===== src/rtl/hazard_ctrl_unit.sv =====
// Pipeline hazard controller: load-use stall sequencing, dmem-busy freeze and
// branch flush for the 5-stage core, with saturating stall/flush counters.
module hazard_ctrl_unit #(
    parameter int REG_AW   = 5,
    parameter int LOAD_LAT = 1,
    parameter int PERF_W   = 16
) (
    input  logic              clk_i,
    input  logic              rst_n_i,
    input  logic [REG_AW-1:0] id_rs1_i,
    input  logic [REG_AW-1:0] id_rs2_i,
    input  logic              id_rs1_used_i,
    input  logic              id_rs2_used_i,
    input  logic [REG_AW-1:0] ex_rd_i,
    input  logic              ex_memread_i,
    input  logic              br_taken_i,
    input  logic              dmem_busy_i,
    output logic              pc_write_o,
    output logic              if_id_write_o,
    output logic              id_ex_write_o,
    output logic              id_ex_bubble_o,
    output logic              if_id_flush_o,
    output logic              id_ex_flush_o,
    output logic [PERF_W-1:0] stall_cnt_o,
    output logic [PERF_W-1:0] flush_cnt_o,
    output logic              state_dbg_o,
    output logic [2:0]        wait_dbg_o
);

    typedef enum logic {
        RUN       = 1'b0,
        LOAD_WAIT = 1'b1
    } state_t;

    state_t            state_q, state_d;
    logic [2:0]        wait_q, wait_d;
    logic [PERF_W-1:0] stall_cnt_q, stall_cnt_d;
    logic [PERF_W-1:0] flush_cnt_q, flush_cnt_d;
    logic              stall_inc, flush_inc;
    logic              rs1_hit, rs2_hit, hazard;

    // x0 is hard-wired zero, so a load targeting it can never create a hazard.
    assign rs1_hit = id_rs1_used_i && (id_rs1_i == ex_rd_i);
    assign rs2_hit = id_rs2_used_i && (id_rs2_i == ex_rd_i);
    assign hazard  = ex_memread_i && (ex_rd_i != '0) && (rs1_hit || rs2_hit);

    always_comb begin
        pc_write_o     = 1'b1;
        if_id_write_o  = 1'b1;
        id_ex_write_o  = 1'b1;
        id_ex_bubble_o = 1'b0;
        if_id_flush_o  = 1'b0;
        id_ex_flush_o  = 1'b0;
        state_d        = state_q;
        wait_d         = wait_q;
        stall_inc      = 1'b0;
        flush_inc      = 1'b0;

        // While reset is asserted the outputs stay at their defaults whatever the inputs.
        if (!rst_n_i) begin
            state_d = RUN;
            wait_d  = '0;
        end else if (dmem_busy_i) begin
            pc_write_o    = 1'b0;
            if_id_write_o = 1'b0;
            id_ex_write_o = 1'b0;
        end else if (br_taken_i) begin
            if_id_flush_o = 1'b1;
            id_ex_flush_o = 1'b1;
            flush_inc     = 1'b1;
            state_d       = RUN;
            wait_d        = '0;
        end else if (state_q == LOAD_WAIT) begin
            pc_write_o     = 1'b0;
            if_id_write_o  = 1'b0;
            id_ex_bubble_o = 1'b1;
            stall_inc      = 1'b1;
            wait_d         = wait_q - 3'd1;
            if (wait_q == 3'd1) begin
                state_d = RUN;
            end
        end else if (hazard) begin
            pc_write_o     = 1'b0;
            if_id_write_o  = 1'b0;
            id_ex_bubble_o = 1'b1;
            stall_inc      = 1'b1;
            if (LOAD_LAT > 1) begin
                state_d = LOAD_WAIT;
                wait_d  = 3'(LOAD_LAT - 1);
            end
        end
    end

    always_comb begin
        stall_cnt_d = stall_cnt_q;
        flush_cnt_d = flush_cnt_q;
        if (stall_inc && (stall_cnt_q != '1)) begin
            stall_cnt_d = stall_cnt_q + 1'b1;
        end
        if (flush_inc && (flush_cnt_q != '1)) begin
            flush_cnt_d = flush_cnt_q + 1'b1;
        end
    end

    always_ff @(posedge clk_i or negedge rst_n_i) begin
        if (!rst_n_i) begin
            state_q     <= RUN;
            wait_q      <= '0;
            stall_cnt_q <= '0;
            flush_cnt_q <= '0;
        end else begin
            state_q     <= state_d;
            wait_q      <= wait_d;
            stall_cnt_q <= stall_cnt_d;
            flush_cnt_q <= flush_cnt_d;
        end
    end

    assign stall_cnt_o = stall_cnt_q;
    assign flush_cnt_o = flush_cnt_q;
    assign state_dbg_o = state_q;
    assign wait_dbg_o  = wait_q;

endmodule

===== config.mk =====
export PLATFORM = sky130hd
export DESIGN_NAME = hazard_ctrl_unit
export DESIGN_NICKNAME = d
export VERILOG_FILES = /design/src/rtl/hazard_ctrl_unit.sv
export SDC_FILE = /design/constraint.sdc
export NUM_CORES = 1
export LEC_CHECK = 0
export ABC_AREA = 1
export CAP_MARGIN = 20
export CELL_PAD_IN_SITES_DETAIL_PLACEMENT = 1
export CELL_PAD_IN_SITES_GLOBAL_PLACEMENT = 2
export CORE_MARGIN = 2
export CORE_UTILIZATION = 36
export CTS_BUF_LIST = sky130_fd_sc_hd__clkbuf_8
export DETAILED_ROUTE_END_ITERATION = 12
export DONT_BUFFER_PORTS = 1
export HOLD_SLACK_MARGIN = 0.02
export PLACE_DENSITY = 0.83
export SLEW_MARGIN = 20
export SYNTH_ARGS = -nofsm -noshare
export SYNTH_HDL_FRONTEND = slang
export SYNTH_SLANG_ARGS = --single-unit

===== constraint.sdc =====
create_clock -name clk_i -period 2.5 [get_ports clk_i]
set_clock_uncertainty 0.2 [all_clocks]
set_input_delay 0.25 -clock clk_i [delete_from_list [all_inputs] [get_ports clk_i]]
set_output_delay 0.25 -clock clk_i [all_outputs]
set_load 0.02 [all_outputs]

==> results of run 1 <==
layer usage:
metal | global-route usage (%) | vias to the layer above | share of wire [%]
li1 | - | 1057 | -
met1 | 22.58 | 1000 | 46
met2 | 29.97 | 46 | 48
met3 | 5.005 | 6 | 4.5
met4 | 5.195 | 0 | 1.3
met5 | 0 | - | 0
power by group through the flow:
stage	Combinational [mW]	Clock [mW]	Sequential [mW]
after floorplan	0.173	0	0.768
after global placement	0.237	0	0.772
after detailed placement	0.239	0	0.771
after CTS	0.261	0.523	0.760
after global routing	0.291	0.551	0.769
final	0.255	0.503	0.758
flip-flops by register name (all words and copies together) (netlist names):
signal / count
flush_cnt_o: 16
stall_cnt_o: 16
state_dbg_o: 1
wait_dbg_o: 3
layout by cell type (no fill, tap or decap), types with 2 or more instances in the layout:
master | netlist | layout
nand2_1 | 114 | 114
inv_1 | 40 | 41
dfrtp_1 | 36 | 36
nor2_1 | 30 | 30
nand4_1 | 22 | 22
nand3_1 | 13 | 13
xor2_1 | 13 | 13
xnor2_1 | 12 | 12
buf_4 | 3 | 9
nor3_1 | 6 | 6
clkbuf_8 | 0 | 5
o21ai_0 | 4 | 4
o21ai_1 | 4 | 4
ha_1 | 4 | 4
nand3_2 | 3 | 3
dlygate4sd3_1 | 0 | 3
inv_2 | 2 | 2
a21boi_0 | 2 | 2
nor3_2 | 2 | 2
nor2_4 | 2 | 2
nand2_4 | 2 | 2
metrics by stage:
| step | instance area (um2) | utilization (%) |
|---|---|---|
| finish | 2671 | 41.59 |
| floorplan | 2409 | - |
| CTS | 2671 | 41.59 |
| global route | 2671 | 41.59 |
| global placement | 2514 | 39.14 |
| detailed placement | 2514 | 39.14 |
logic make-up after synthesis:
logic type	Yosys count
AO/OA/AOI/OAI	12
AND/OR/NAND/NOR	200
flip-flops	36
buffers and inverters	52
adder cells (fa/ha/maj)	4
XOR/XNOR	26
worst max-delay path: cells and delay by family (launching register included):
family	cells	cell delay [ns]
and+or+nand+nor	6	1.08
DFF	1	0.53
adders and majority gates	1	0.26
final cells by class:
class	count	area, um2
clock buffer	5	68.82
clock inverter	3	38.79
fill	812	3751
inverter	43	163.9
multi-input combinational	242	1285
sequential	36	900.9
tap	77	96.34
timing repair buffer	13	117.6
final timing paths:
check,start,end,slack [ns],cells after the start
max,stall_cnt_o[0]$_DFFE_PN0P_,stall_cnt_o[3]$_DFFE_PN0P_,0.36,7
min,rst_n_i,state_dbg_o$_DFFE_PN0P_,0.08,4
max reg2reg,stall_cnt_o[0]$_DFFE_PN0P_,stall_cnt_o[3]$_DFFE_PN0P_,0.36,7
min reg2reg,flush_cnt_o[0]$_DFFE_PN0P_,flush_cnt_o[1]$_DFFE_PN0P_,0.43,3
max in group asynchronous,rst_n_i,stall_cnt_o[0]$_DFFE_PN0P_,1.67,2
min in group asynchronous,rst_n_i,flush_cnt_o[7]$_DFFE_PN0P_,0.22,2
==> impl_metrics.py, run 1 <==
metrics = {
    "status": {
        "failed_checks": "design-rule violations",
        "status": "finished, violations left",
    },
    "clock_network": {
        "numCtsBuffers": 5,
        "clk_latency_ns": 0.28,
        "cts_root_buf": "clkbuf_8",
        "htree_levels": 2,
        "cts_tree": "done",
        "postCtsHoldBufs": 4,
        "cts.repair.resized": 0,
        "clkTransAtPathRegs_ns": 0.06,
        "cts_buffer_depth": 2,
        "cts_sinks": 36,
        "post_cts_buffers": 0,
    },
    "cells_and_area": {
        "antenna_cells": 0,
        "drive_gt1_share_pct": 9.942,
        "finalNetCount": 367,
        "instances_no_fill": 419,
        "syn_to_final_growth_pct": 10.91,
    },
    "yosys": {
        "synth.distinct_cells": 31,
        "synth_enable_flop_cells": 0,
        "yosysMostFrequentCell": "nand2_1",
        "yosysTopAreaCellShare_pct": 37.40,
        "synth_fa_ha_area_share_pct": 2.078,
        "synth_xor_area_share_pct": 9.766,
        "yosysWarnings": 0,
        "synth_top_family_by_area": "simple AND/OR/NAND/NOR gates",
        "postSynthAreaPerCell_um2": 7.299,
        "synth_area_leaders": "dfrtp_1 (37%), nand2_1 (18%), inv_1 (6.2%), nand4_1 (5.7%), xor2_1 (4.7%)",
        "syn_nets": 356,
        "muxShareOfSynthArea_pct": 0,
        "yosys.area.top_type": "dfrtp_1",
        "ys_async_sr_fraction_pct": 100.0,
        "synth-simple-area-share_pct": 38.75,
        "netlist_area_mm2": 0.002409,
        "synth_seq_cells": 36,
        "ys.flop_type": "dfrtp_1",
        "syn_inst": 330,
        "ys_seq_area_share_pct": 37.40,
        "synth_compound_area_share_pct": 2.753,
        "ys_top_cells_by_count": "nand2_1 (114), inv_1 (40), dfrtp_1 (36), nor2_1 (30), nand4_1 (22)",
    },
    "critical_path": {
        "cp_slowest_cell": "dfrtp_1",
        "start_kind": "flip-flop",
        "worstSetupEndpointType": "flip-flop",
        "slowest_delay_ns": 0.53,
        "crit_fanout": 17,
        "path_class": "flip-flop to flip-flop",
        "worst-endpoint-arrival_ns": 2.15,
        "path_cells": "ha_1 -> nand3_2 -> nor2_4 -> nand4_4 -> nand3_2 -> nand2_1 -> nand2_1",
        "critical_path_required_ns": 2.51,
    },
    "global_route": {
        "grt_use_total_pct": 17.90,
        "grt_pass1_vias": 2238,
        "grt_pass1_wl_mm": 10.72,
        "grt_max_degree": 38,
        "overflow": 0,
        "antenna_found_initial": 0,
    },
    "die": {
        "rows": 29,
        "die_y_um": 85.80,
        "core_area_mm2": 0.006422,
        "io_pins": 64,
        "die-area_mm2": 0.007361,
        "die_x_um": 85.80,
        "start_util_pct": 37.50,
    },
    "drt": {
        "wire_per_inst_um": 14.42,
        "vias_per_cell": 5.033,
        "drc": 3,
        "antenna_left": 0,
        "drt_iter0_markers": 39,
        "dr.pass1.iters": 8,
        "drt_wl_total_mm": 6.042,
        "vias": 2109,
    },
    "sta": {
        "worst_slack_ns": 0.3631,
        "final.period_utilization_pct": 85.48,
        "setup_viol": 0,
        "whs_ns": 0.07579,
        "rsz0062_at_grt": "false",
        "max_freq_ghz": 0.4680,
        "max_slew_margin_pct": 73.05,
        "finalHoldViolations": 0,
        "worst_pin_slew_ns": 0.4012,
        "fin_crit_ns": 2.137,
        "report.final.slew_viol_count": 0,
        "fin_setup_tns_ns": 0,
    },
    "power": {
        "p_int_mw": 1.018,
        "p_comb_share_pct": 16.8,
        "pwr-share-seq_pct": 50.0,
        "vdd_drop_max_v": 0.0002694,
        "clockPowerShare_pct": 33.2,
        "powerDensity_mw_per_mm2": 567.5,
        "p_sw_share_pct": 32.82,
        "p_total_mw": 1.516,
        "p_switching_mw": 0.4976,
        "p_leak_nw": 1.381,
    },
    "placed_design": {
        "dp_hpwl_mm": 4.618,
        "port_buffers": 0,
        "gp_congestion": 0.7669,
        "pre_cts_slack_ns": 0.3723,
        "place_inst": 407,
    },
    "min_path": {
        "min_path_type": "input pin to flip-flop",
    },
    "job": {
        "cap_violations": 0,
    },
}
(Power assumes the default switching activity.)
==> run 2, diff against run 1 <==
Settings changed: CORE_UTILIZATION 36 to 35, CTS_BUF_LIST sky130_fd_sc_hd__clkbuf_8 to default, PLACE_DENSITY 0.83 to 0.81, SETUP_SLACK_MARGIN from default to 0.5.
==> run 2 against run 1 <==
Compared with the run above:
- worst setup slack better by 0.25 ns
- the flow now finishes without violations
- clock-buffer cell count unchanged
- die area up 2.7%
- global-route usage down 0.59 points
- sequential power up 0.9%
==> impl_metrics.py, run 2 (synthesis gave the netlist of run 1 again) <==
metrics = {
    "status": {
        "status": "complete, no violations",
    },
    "global_route": {
        "met1_usage_pct": 22.88,
        "grt_use_total_pct": 17.31,
        "met2_usage_pct": 28.94,
        "overflow": 0,
        "met3_usage_pct": 3.791,
        "antenna_found_initial": 0,
        "top_usage_layer": "met2",
        "grt_pass1_wl_mm": 10.52,
        "grt_max_degree": 38,
        "grt_pass1_vias": 2203,
    },
    "power": {
        "p_comb_share_pct": 18.8,
        "vdd_drop_max_v": 0.0001662,
        "p_int_mw": 0.9404,
        "powerDensity_mw_per_mm2": 539.9,
        "pwr-share-seq_pct": 52.3,
        "p_switching_mw": 0.5236,
        "p_sw_share_pct": 35.76,
        "p_leak_nw": 1.358,
        "clockPowerShare_pct": 29.0,
    },
    "sta": {
        "finalHoldViolations": 0,
        "max_freq_ghz": 0.5293,
        "report.final.slew_viol_count": 0,
        "fin_setup_tns_ns": 0,
        "fin_crit_ns": 1.889,
        "setup_viol": 0,
        "worst_pin_slew_ns": 0.3865,
        "max_slew_margin_pct": 74.23,
        "rsz0062_at_grt": "false",
        "final.period_utilization_pct": 75.57,
    },
    "critical_path": {
        "worstSetupEndpointType": "output pin",
        "cp_slowest_cell": "dfrtp_1",
        "path_class": "flip-flop to output pin",
        "critPathBufInv": 2,
        "r2r-start": "stall_cnt_o[0]$_DFFE_PN0P_",
        "cp_top_family": "flip-flops",
        "rrSetupSlack_ns": 0.62,
        "start_kind": "flip-flop",
        "rr_worst_depth": 10,
        "r2r_end": "stall_cnt_o[13]$_DFFE_PN0P_",
        "slowest_delay_ns": 0.48,
        "critical_path_required_ns": 2.05,
        "path_cells": "inv_1 -> nand2_4 -> a21boi_1 -> buf_4",
        "crit_fanout": 11,
        "worst-endpoint-arrival_ns": 1.44,
    },
    "drt": {
        "vias_per_cell": 5.017,
        "dr.pass1.iters": 4,
        "drt_wl_total_mm": 6.202,
        "antenna_left": 0,
        "wire_per_inst_um": 14.70,
        "vias": 2117,
        "drc": 0,
        "drt_iter0_markers": 32,
    },
    "cells_and_area": {
        "finalNetCount": 367,
        "syn_to_final_growth_pct": 12.57,
        "drive_gt1_share_pct": 13.74,
        "fin_area_mm2": 0.002711,
        "final_common_cell": "nand2_1",
        "seq_area_um2": 912.1,
        "antenna_cells": 0,
        "final_cell_mix": "nand2_1 (113), inv_1 (40), nor2_1 (29)",
        "instances_no_fill": 422,
        "fillers": 858,
        "multi_input_area_mm2": 0.001325,
    },
    "clock_network": {
        "clk_latency_ns": 0.29,
        "cts_sinks": 36,
        "cts_root_buf": "clkbuf_8",
        "htree_levels": 2,
        "clkTransAtPathRegs_ns": 0.07,
        "cts_tree": "done",
        "numCtsBuffers": 5,
        "cts_buffer_depth": 2,
    },
    "placed_design": {
        "port_buffers": 0,
        "detailed_place.area_mm2": 0.002502,
        "dp_hpwl_mm": 4.633,
        "gp_congestion": 0.7990,
        "place_inst": 408,
    },
    "die": {
        "rows": 30,
        "die-area_mm2": 0.007561,
        "io_pins": 64,
        "die_x_um": 86.96,
        "start_util_pct": 35.85,
        "core_area_mm2": 0.006719,
        "die_y_um": 86.96,
    },
    "min_path": {
        "worstHoldEndpoint": "state_dbg_o$_DFFE_PN0P_",
        "holdPathStages": 2,
        "min_path_type": "input pin to flip-flop",
        "hp-start": "rst_n_i",
    },
    "job": {
        "cap_violations": 0,
    },
}
## run 2: worst max-delay path by stage
stage | cells past startpoint | endpoint | slack, ns | startpoint
6_report | 4 | if_id_write_o | 0.61 | state_dbg_o$_DFFE_PN0P_
5_1_grt | 8 | flush_cnt_o[5]$_DFFE_PN0P_ | 0.51 | flush_cnt_o[1]$_DFFE_PN0P_
3_5_place_dp | 7 | stall_cnt_o[0]$_DFFE_PN0P_ | 0.37 | stall_cnt_o[0]$_DFFE_PN0P_
4_1_cts | 7 | stall_cnt_o[0]$_DFFE_PN0P_ | 0.50 | stall_cnt_o[0]$_DFFE_PN0P_
3_3_place_gp | 7 | stall_cnt_o[8]$_DFFE_PN0P_ | 0.43 | stall_cnt_o[1]$_DFFE_PN0P_
2_1_floorplan | 9 | pc_write_o | 0.55 | ex_rd_i[2]
## run 2: power groups by stage
stage | Combinational [mW] | Sequential [mW] | Clock [mW]
after detailed placement | 0.238 | 0.768 | 0
after floorplan | 0.173 | 0.768 | 0
after global placement | 0.234 | 0.766 | 0
after CTS | 0.262 | 0.759 | 0.436
final | 0.275 | 0.765 | 0.424
after global routing | 0.317 | 0.776 | 0.457
## run 2: cell type report
type | instances | share of cell area (%)
repair buffers | 12 | 4.522
well taps | 80 | 3.692
clock inverters | 3 | 0.6922
flip-flops and latches | 36 | 33.64
clock buffers | 5 | 2.538
inverters | 43 | 6.045
multi-input cells | 243 | 48.87
## run 2: metrics by stage
step	power [mW]	worst slack, ns	hold slack (ns)	util [%]
2_1_floorplan	0.9409	0.5549	-0.2456	-
3_3_place_gp	1.000	0.4342	-0.2446	37.24
3_5_place_dp	1.006	0.3686	-0.2447	37.24
4_1_cts	1.457	0.4972	0.1200	39.53
5_1_grt	1.550	0.5117	0.1399	40.35
6_report	1.464	0.6107	0.1199	40.35
## run 2: per-layer routing
metal	wire length, um	vias to the layer above	share of wire [%]
met4	58	0	0.94
met1	2896	1010	47
met2	2992	38	48
met3	254	6	4.1
li1	-	1063	-
met5	0	-	0
## run 2: timing repair
item / in CTS / in global routing
buffers inserted: 0 / 1
pin swaps: 0 / 1
resized for setup: 6 / 9
hold buffers: 4 / 0
cloned: 0 / 1
hold endpoints to repair: 38 / 0
endpoints found under the setup margin: 21 / 21
